`src/rtl/nf_rx_axis_upsizer.sv`:
```
// Packs narrow MAC RX AXI-Stream beats into wide NetFPGA beats and stamps tuser {dst, src, len}.
// Define NF_RX_STATS_EN to build the packet/byte statistics counters.
module nf_rx_axis_upsizer #(
    parameter int         C_S_AXIS_DATA_WIDTH    = 64,
    parameter int         C_M_AXIS_DATA_WIDTH    = 256,
    parameter int         C_M_AXIS_TUSER_WIDTH   = 128,
    parameter int         C_DEFAULT_VALUE_ENABLE = 1,
    parameter logic [7:0] C_DEFAULT_SRC_PORT     = 8'h01,
    parameter logic [7:0] C_DEFAULT_DST_PORT     = 8'h00
) (
    input  logic                              axi_aclk,
    input  logic                              axi_aresetn,
    input  logic [C_S_AXIS_DATA_WIDTH-1:0]    s_axis_tdata,
    input  logic [C_S_AXIS_DATA_WIDTH/8-1:0]  s_axis_tstrb,
    input  logic                              s_axis_tvalid,
    output logic                              s_axis_tready,
    input  logic                              s_axis_tlast,
    output logic [C_M_AXIS_DATA_WIDTH-1:0]    m_axis_tdata,
    output logic [C_M_AXIS_DATA_WIDTH/8-1:0]  m_axis_tstrb,
    output logic [C_M_AXIS_TUSER_WIDTH-1:0]   m_axis_tuser,
    output logic                              m_axis_tvalid,
    input  logic                              m_axis_tready,
    output logic                              m_axis_tlast,
    input  logic [7:0]                        src_port_cfg,
    input  logic [7:0]                        dst_port_cfg,
    input  logic                              stats_clear,
    output logic [31:0]                       pkt_count,
    output logic [31:0]                       byte_count
);

    localparam int S  = C_S_AXIS_DATA_WIDTH;
    localparam int M  = C_M_AXIS_DATA_WIDTH;
    localparam int SB = S / 8;
    localparam int MB = M / 8;
    localparam int R  = M / S;
    localparam int LW = (R > 1) ? $clog2(R) : 1;
    localparam logic [LW-1:0] LAST_LANE = LW'(R - 1);
    localparam bit USE_DEFAULTS = (C_DEFAULT_VALUE_ENABLE != 32'sd0);

    function automatic logic [15:0] popcount(input logic [SB-1:0] v);
        logic [15:0] n;
        n = 16'd0;
        for (int i = 0; i < SB; i++) begin
            n = n + {15'd0, v[i]};
        end
        return n;
    endfunction

    function automatic logic [15:0] sat_add(input logic [15:0] a, input logic [15:0] b);
        logic [16:0] sum;
        sum = {1'b0, a} + {1'b0, b};
        if (sum[16]) begin
            return 16'hFFFF;
        end else begin
            return sum[15:0];
        end
    endfunction

    logic [LW-1:0] lane_r;
    logic [M-1:0]  acc_data_r;
    logic [MB-1:0] acc_strb_r;
    logic [15:0]   len_r;
    logic          in_pkt_r;
    logic [7:0]    src_r;
    logic [7:0]    dst_r;

    logic [M-1:0]  m_data_r;
    logic [MB-1:0] m_strb_r;
    logic [31:0]   m_user_r;
    logic          m_valid_r;
    logic          m_last_r;

    logic          ready_s;
    logic          accept_s;
    logic          flush_s;
    logic [M-1:0]  acc_data_s;
    logic [MB-1:0] acc_strb_s;
    logic [15:0]   len_next_s;
    logic [7:0]    src_s;
    logic [7:0]    dst_s;
    logic [31:0]   user_s;

    assign ready_s       = !m_valid_r || m_axis_tready;
    assign s_axis_tready = ready_s;
    assign accept_s      = s_axis_tvalid && ready_s;
    assign flush_s       = accept_s && ((lane_r == LAST_LANE) || s_axis_tlast);
    assign len_next_s    = sat_add(len_r, popcount(s_axis_tstrb));

    // Port codes: fresh source on the first beat of a packet, latched copy afterwards
    always_comb begin
        src_s = src_r;
        dst_s = dst_r;
        if (in_pkt_r) begin
            src_s = src_r;
            dst_s = dst_r;
        end else if (USE_DEFAULTS) begin
            src_s = C_DEFAULT_SRC_PORT;
            dst_s = C_DEFAULT_DST_PORT;
        end else begin
            src_s = src_port_cfg;
            dst_s = dst_port_cfg;
        end
    end

    // Accumulator with the incoming beat merged into the current lane
    always_comb begin
        acc_data_s = acc_data_r;
        acc_strb_s = acc_strb_r;
        acc_data_s[int'(lane_r) * S +: S]  = s_axis_tdata;
        acc_strb_s[int'(lane_r) * SB +: SB] = s_axis_tstrb;
    end

    // Metadata for the beat being flushed; length includes that beat
    always_comb begin
        user_s        = 32'd0;
        user_s[15:0]  = len_next_s;
        user_s[23:16] = src_s;
        user_s[31:24] = dst_s;
    end

    // Input side: lane pointer, accumulator, running length and packet port latch
    always_ff @(posedge axi_aclk or negedge axi_aresetn) begin
        if (!axi_aresetn) begin
            lane_r     <= '0;
            acc_data_r <= '0;
            acc_strb_r <= '0;
            len_r      <= 16'd0;
            in_pkt_r   <= 1'b0;
            src_r      <= 8'd0;
            dst_r      <= 8'd0;
        end else if (accept_s) begin
            if (flush_s) begin
                lane_r     <= '0;
                acc_data_r <= '0;
                acc_strb_r <= '0;
            end else begin
                lane_r     <= lane_r + LW'(1'b1);
                acc_data_r <= acc_data_s;
                acc_strb_r <= acc_strb_s;
            end
            if (s_axis_tlast) begin
                len_r    <= 16'd0;
                in_pkt_r <= 1'b0;
            end else begin
                len_r    <= len_next_s;
                in_pkt_r <= 1'b1;
            end
            src_r <= src_s;
            dst_r <= dst_s;
        end
    end

    // Output register: reload on flush (even during a handshake), otherwise drain on ready
    always_ff @(posedge axi_aclk or negedge axi_aresetn) begin
        if (!axi_aresetn) begin
            m_data_r  <= '0;
            m_strb_r  <= '0;
            m_user_r  <= 32'd0;
            m_valid_r <= 1'b0;
            m_last_r  <= 1'b0;
        end else if (flush_s) begin
            m_data_r  <= acc_data_s;
            m_strb_r  <= acc_strb_s;
            m_user_r  <= user_s;
            m_valid_r <= 1'b1;
            m_last_r  <= s_axis_tlast;
        end else if (m_axis_tready) begin
            m_valid_r <= 1'b0;
        end
    end

    assign m_axis_tdata  = m_data_r;
    assign m_axis_tstrb  = m_strb_r;
    assign m_axis_tvalid = m_valid_r;
    assign m_axis_tlast  = m_last_r;

    // Upper tuser bits are reserved and always zero
    always_comb begin
        m_axis_tuser       = '0;
        m_axis_tuser[31:0] = m_user_r;
    end

`ifdef NF_RX_STATS_EN
    logic [31:0] pkt_count_r;
    logic [31:0] byte_count_r;
    logic        last_hs_s;

    assign last_hs_s = m_valid_r && m_axis_tready && m_last_r;

    // Counters: a clear coincident with a counted packet keeps only that packet
    always_ff @(posedge axi_aclk or negedge axi_aresetn) begin
        if (!axi_aresetn) begin
            pkt_count_r  <= 32'd0;
            byte_count_r <= 32'd0;
        end else if (stats_clear) begin
            pkt_count_r  <= last_hs_s ? 32'd1 : 32'd0;
            byte_count_r <= last_hs_s ? {16'd0, m_user_r[15:0]} : 32'd0;
        end else if (last_hs_s) begin
            pkt_count_r  <= pkt_count_r + 32'd1;
            byte_count_r <= byte_count_r + {16'd0, m_user_r[15:0]};
        end
    end

    assign pkt_count  = pkt_count_r;
    assign byte_count = byte_count_r;
`else
    logic unused_stats_s;
    assign unused_stats_s = stats_clear;
    assign pkt_count      = 32'd0;
    assign byte_count     = 32'd0;
`endif

endmodule

```
`config.mk`:
```
export PLATFORM = sky130hd
export DESIGN_NAME = nf_rx_axis_upsizer
export DESIGN_NICKNAME = d
export VERILOG_FILES = /design/src/rtl/nf_rx_axis_upsizer.sv
export SDC_FILE = /design/constraint.sdc
export NUM_CORES = 1
export LEC_CHECK = 0
export BUFFER_PORTS_ARGS = -buffer_cell sky130_fd_sc_hd__clkbuf_2
export CORE_ASPECT_RATIO = 1.75
export CORE_MARGIN = 10
export CORE_UTILIZATION = 35
export CTS_BUF_LIST = sky130_fd_sc_hd__clkbuf_16
export DETAILED_ROUTE_END_ITERATION = 10
export PLACE_DENSITY = 0.6
export RECOVER_POWER = 50
export SETUP_SLACK_MARGIN = 0.4
export SKIP_CTS_REPAIR_TIMING = 1
export SLEW_MARGIN = 20
export SYNTH_ARGS = -nofsm -noshare
export SYNTH_HDL_FRONTEND = slang
export SYNTH_SLANG_ARGS = --single-unit
```
`constraint.sdc`:
```
create_clock -name axi_aclk -period 3.8 [get_ports axi_aclk]
set_clock_uncertainty 0.1 [all_clocks]
set_input_delay 0.57 -clock axi_aclk [delete_from_list [all_inputs] [get_ports axi_aclk]]
set_output_delay 0.57 -clock axi_aclk [all_outputs]
set_load 0.005 [all_outputs]
```
==> run_results.csv <==
group,metric,value,unit
grt,grt_start_max_net_pins,97,
worst_setup_path,worstReg2RegStart,"len_r[0]",
clocking,worst_setup_hold_path_clk_slew,0.06,ns
clocking,cts_sinks,645,
logic_synthesis,count_of_flip_flops_with_a_built_in_enable_after_synthesis,0,
sta,setup_total_neg_slack,0,ns
placed_design,place.gp.congestion,0.8359,
grt,grt_first_pass_wirelength,140.9,mm
logic_synthesis,number_of_warning_messages_in_the_yosys_log,0,
grt,antenna_found_initial,0,
floorplan,initial_core_util,0.3528,
logic_synthesis,synth_area_leaders,"sky130_fd_sc_hd__dfrtp_1 (59%), sky130_fd_sc_hd__a22o_1 (9.3%), sky130_fd_sc_hd__a221oi_1 (9.3%)",
cells_and_area,finalNonFillerCells,3828,
job,max-cap-violations,1,
sta,fin_worst_hold_slack,0.1733,ns
worst_setup_path,critical_path_type,"primary input to register",
cells_and_area,syn_to_final_growth,15.97,%
floorplan,full_die_area,0.08998,mm2
grt,globalRouteTotalUtil,0.2030,
route,avgRoutedWirePerCell,24.48,um
route,ant_nets,0,
logic_synthesis,synth_sequential_area_ratio,0.5914,
worst_setup_path,source_of_the_critical_timing_path,"s_axis_tstrb[0]",
route,drt-initial-drc-count,1508,
logic_synthesis,synth_flop_cell,"sky130_fd_sc_hd__dfrtp_1",
clocking,cts_made_buffers,60,
outcome,failed_checks,"capacitance limit, slew limit",
worst_setup_path,critPathRequiredTime,4.20,ns
worst_setup_path,crit_fanout,8,
logic_synthesis,postSynthAreaPerCell,10.96,um2
floorplan,floorplan.die.height,389.4,um
logic_synthesis,post_synth_instance_area,0.02729,mm2
floorplan,core_area,0.07736,mm2
cells_and_area,fillerInstances,7629,
sta,grt_setup_unrepaired,"yes",
sta,transition_time_of_the_tightest_slew_check_pin,2.854,ns
cells_and_area,finalInstanceArea,0.03165,mm2
logic_synthesis,synth-seq-cells,645,
placed_design,pre_cts_ws,-0.2144,ns
clocking,clock_tree.htree_level_count,2,
placed_design,place_inst,3713,
cells_and_area,commonest_cells_after_routing_fill_and_taps_aside,"sky130_fd_sc_hd__dfrtp_1 (645), sky130_fd_sc_hd__nor2_1 (599), sky130_fd_sc_hd__a22o_1 (291)",
route,drt-vias-per-instance,5.432,
clocking,cts-root-buf,"sky130_fd_sc_hd__clkbuf_16",
clocking,cts.path.max_buffers,3,
worst_setup_path,timing.reg2reg.worst_path_depth,12,
grt,grt.overflow.total,0,
power_and_ir_drop,power.density,587.5,mW/mm2
worst_setup_path,worst_setup_path_start_kind,"primary input",
route,drc_errors,0,
worst_setup_path,critPathCapture,"len_r[14]",
sta,report.final.setup_viol,0,
cells_and_area,final_core_utilization,0.4091,
power_and_ir_drop,cellLeakagePower,14.92,nW
route,routed_wire_length,93.71,mm
worst_setup_path,worst_setup_path_end_kind,"register",
clocking,clk_latency,0.65,ns
cells_and_area,layout.cells.most_common,"sky130_fd_sc_hd__dfrtp_1",
grt,first_global_vias,21342,
placed_design,placement.io_buffers,399,
route,via_count,20792,
sta,post-route-min-period,3.377,ns
min_path,timing.hold.worst.class,"primary input to register",
route,drtPass1Iterations,5,
floorplan,die-width,231.1,um
logic_synthesis,async_reset_ff_frac,1.000,
outcome,status,"finished, violations left",
logic_synthesis,synth_cells,2489,
placed_design,dp_hpwl,60.18,mm
worst_setup_path,arrival_worst_endpoint,3.78,ns
cells_and_area,design.final.nets,2862,
cells_and_area,antenna_cells_inserted,0,
floorplan,fp-row-count,135,
placed_design,post_dp_cell_area,0.02980,mm2
sta,maxSlewHeadroom,-0.9025,
logic_synthesis,yosys.cell_types.count,46,
power_and_ir_drop,power.total,18.59,mW
worst_setup_path,regToRegEndpoint,"len_r[14]",
sta,min_period_over_period,0.8886,
sta,final_worst_path_setup_slack,0.4233,ns
worst_setup_path,timing.reg2reg.setup_slack,0.60,ns
power_and_ir_drop,peakVddDrop,391.9,uV
floorplan,io_pins,577,
sta,final_max_slew_viol_count,86,
sta,hold_viol,0,
logic_synthesis,synth_top_area_share,0.5914,
sta,clock.fmax,296.1,MHz
cells_and_area,final_layout_size_suffix_gt1_frac,0.1607,
logic_synthesis,post-synth-top-area-cell,"sky130_fd_sc_hd__dfrtp_1",
clocking,cts_tree,"yes",
-- cells by family (layout without fill, tap and decap cells) --
group | Yosys count | count (layout) | share of synthesized area
XOR/XNOR | 11 | 11 | 0.003531
flip-flops | 645 | 645 | 0.5914
buffers and inverters | 452 | 605 | 0.08908
AO/OA/AOI/OAI | 649 | 649 | 0.2015
adder cells (fa/ha/maj) | 17 | 17 | 0.009170
other | 1 | 160 | 0.0001374
multiplexers | 1 | 1 | 0.0004126
AND/OR/NAND/NOR | 713 | 713 | 0.1047
-- state kept, by name, summed over array words and instances, names as in the netlist, 2 cells and up --
name,cells
m_user_r,32
m_axis_tstrb,32
len_r,16
acc_strb_r,32
dst_r,8
m_axis_tdata,256
src_r,8
lane_r,2
acc_data_r,256
-- report_power, final --
part,total [mW],leakage [nW],switching [mW],internal (mW)
combinational,3.91,5.55,2.54,1.37
sequential,8.38,8.36,0.605,7.77
clock,6.30,1.01,2.80,3.51
-- final cells by class --
cell class	instances	area, um2	share of cell area
clock buffer	62	1551	0.04902
clock inverter	50	464.2	0.01467
inverter	23	96.34	0.003044
multi-input combinational	1551	9497	0.3001
sequential	645	16140	0.5100
tap	1027	1285	0.04060
timing repair buffer	470	2614	0.08259
-- how the worst min path moves through the flow --
stage,from,end,cells past startpoint
5_1_grt,s_axis_tdata[9],acc_data_r[9],2
3_3_place_gp,src_r[0],src_r[0],2
3_5_place_dp,src_r[0],src_r[0],2
6_report,m_axis_tready,m_axis_tvalid,3
4_1_cts,axi_aresetn,acc_data_r[70],1
2_1_floorplan,axi_aresetn,acc_data_r[0],0
-- Yosys cell counts, types with 2 or more instances --
cell type and number:
sky130_fd_sc_hd__a211oi_1 2, sky130_fd_sc_hd__a21o_1 3, sky130_fd_sc_hd__a21oi_1 27, sky130_fd_sc_hd__a221oi_1 289, sky130_fd_sc_hd__a22o_1 291, sky130_fd_sc_hd__a31oi_1 8
sky130_fd_sc_hd__a41o_1 2, sky130_fd_sc_hd__and2_1 18, sky130_fd_sc_hd__and3_1 8, sky130_fd_sc_hd__and4_1 2, sky130_fd_sc_hd__buf_1 46, sky130_fd_sc_hd__buf_2 105
sky130_fd_sc_hd__buf_4 160, sky130_fd_sc_hd__clkbuf_1 116, sky130_fd_sc_hd__clkbuf_2 2, sky130_fd_sc_hd__dfrtp_1 645, sky130_fd_sc_hd__fa_1 5, sky130_fd_sc_hd__ha_1 12
sky130_fd_sc_hd__inv_1 17, sky130_fd_sc_hd__inv_2 6, sky130_fd_sc_hd__nand2_1 51, sky130_fd_sc_hd__nand2b_1 3, sky130_fd_sc_hd__nand3_1 19, sky130_fd_sc_hd__nand4_1 4
sky130_fd_sc_hd__nor2_1 601, sky130_fd_sc_hd__nor4_4 3, sky130_fd_sc_hd__o21ai_0 9, sky130_fd_sc_hd__o21ai_1 5, sky130_fd_sc_hd__o22a_1 3, sky130_fd_sc_hd__o31ai_1 2
sky130_fd_sc_hd__xnor2_1 8, sky130_fd_sc_hd__xor2_1 3
-- worst max-delay path, cell delays in order --
cell and delay [ns]:
sky130_fd_sc_hd__clkbuf_2 0.10, sky130_fd_sc_hd__fa_1 0.54, sky130_fd_sc_hd__inv_1 0.05, sky130_fd_sc_hd__fa_1 0.50, sky130_fd_sc_hd__fa_1 0.43, sky130_fd_sc_hd__fa_2 0.37
sky130_fd_sc_hd__inv_2 0.06, sky130_fd_sc_hd__fa_2 0.23, sky130_fd_sc_hd__nand2_2 0.09, sky130_fd_sc_hd__a21oi_4 0.23, sky130_fd_sc_hd__buf_4 0.20, sky130_fd_sc_hd__nor4b_4 0.22
sky130_fd_sc_hd__o21a_1 0.14, sky130_fd_sc_hd__a21oi_1 0.04
-- metal layers --
layer	vias up	share of wire	routed length (um)	track usage
met2	897	0.49	46170	0.3432
met1	10676	0.40	37740	0.2478
met4	0	0.024	2216	0.05877
met5	-	0	0	0
met3	116	0.081	7581	0.05698
li1	9103	-	-	-
No activity file was read; power rests on OpenSTA's default activity.
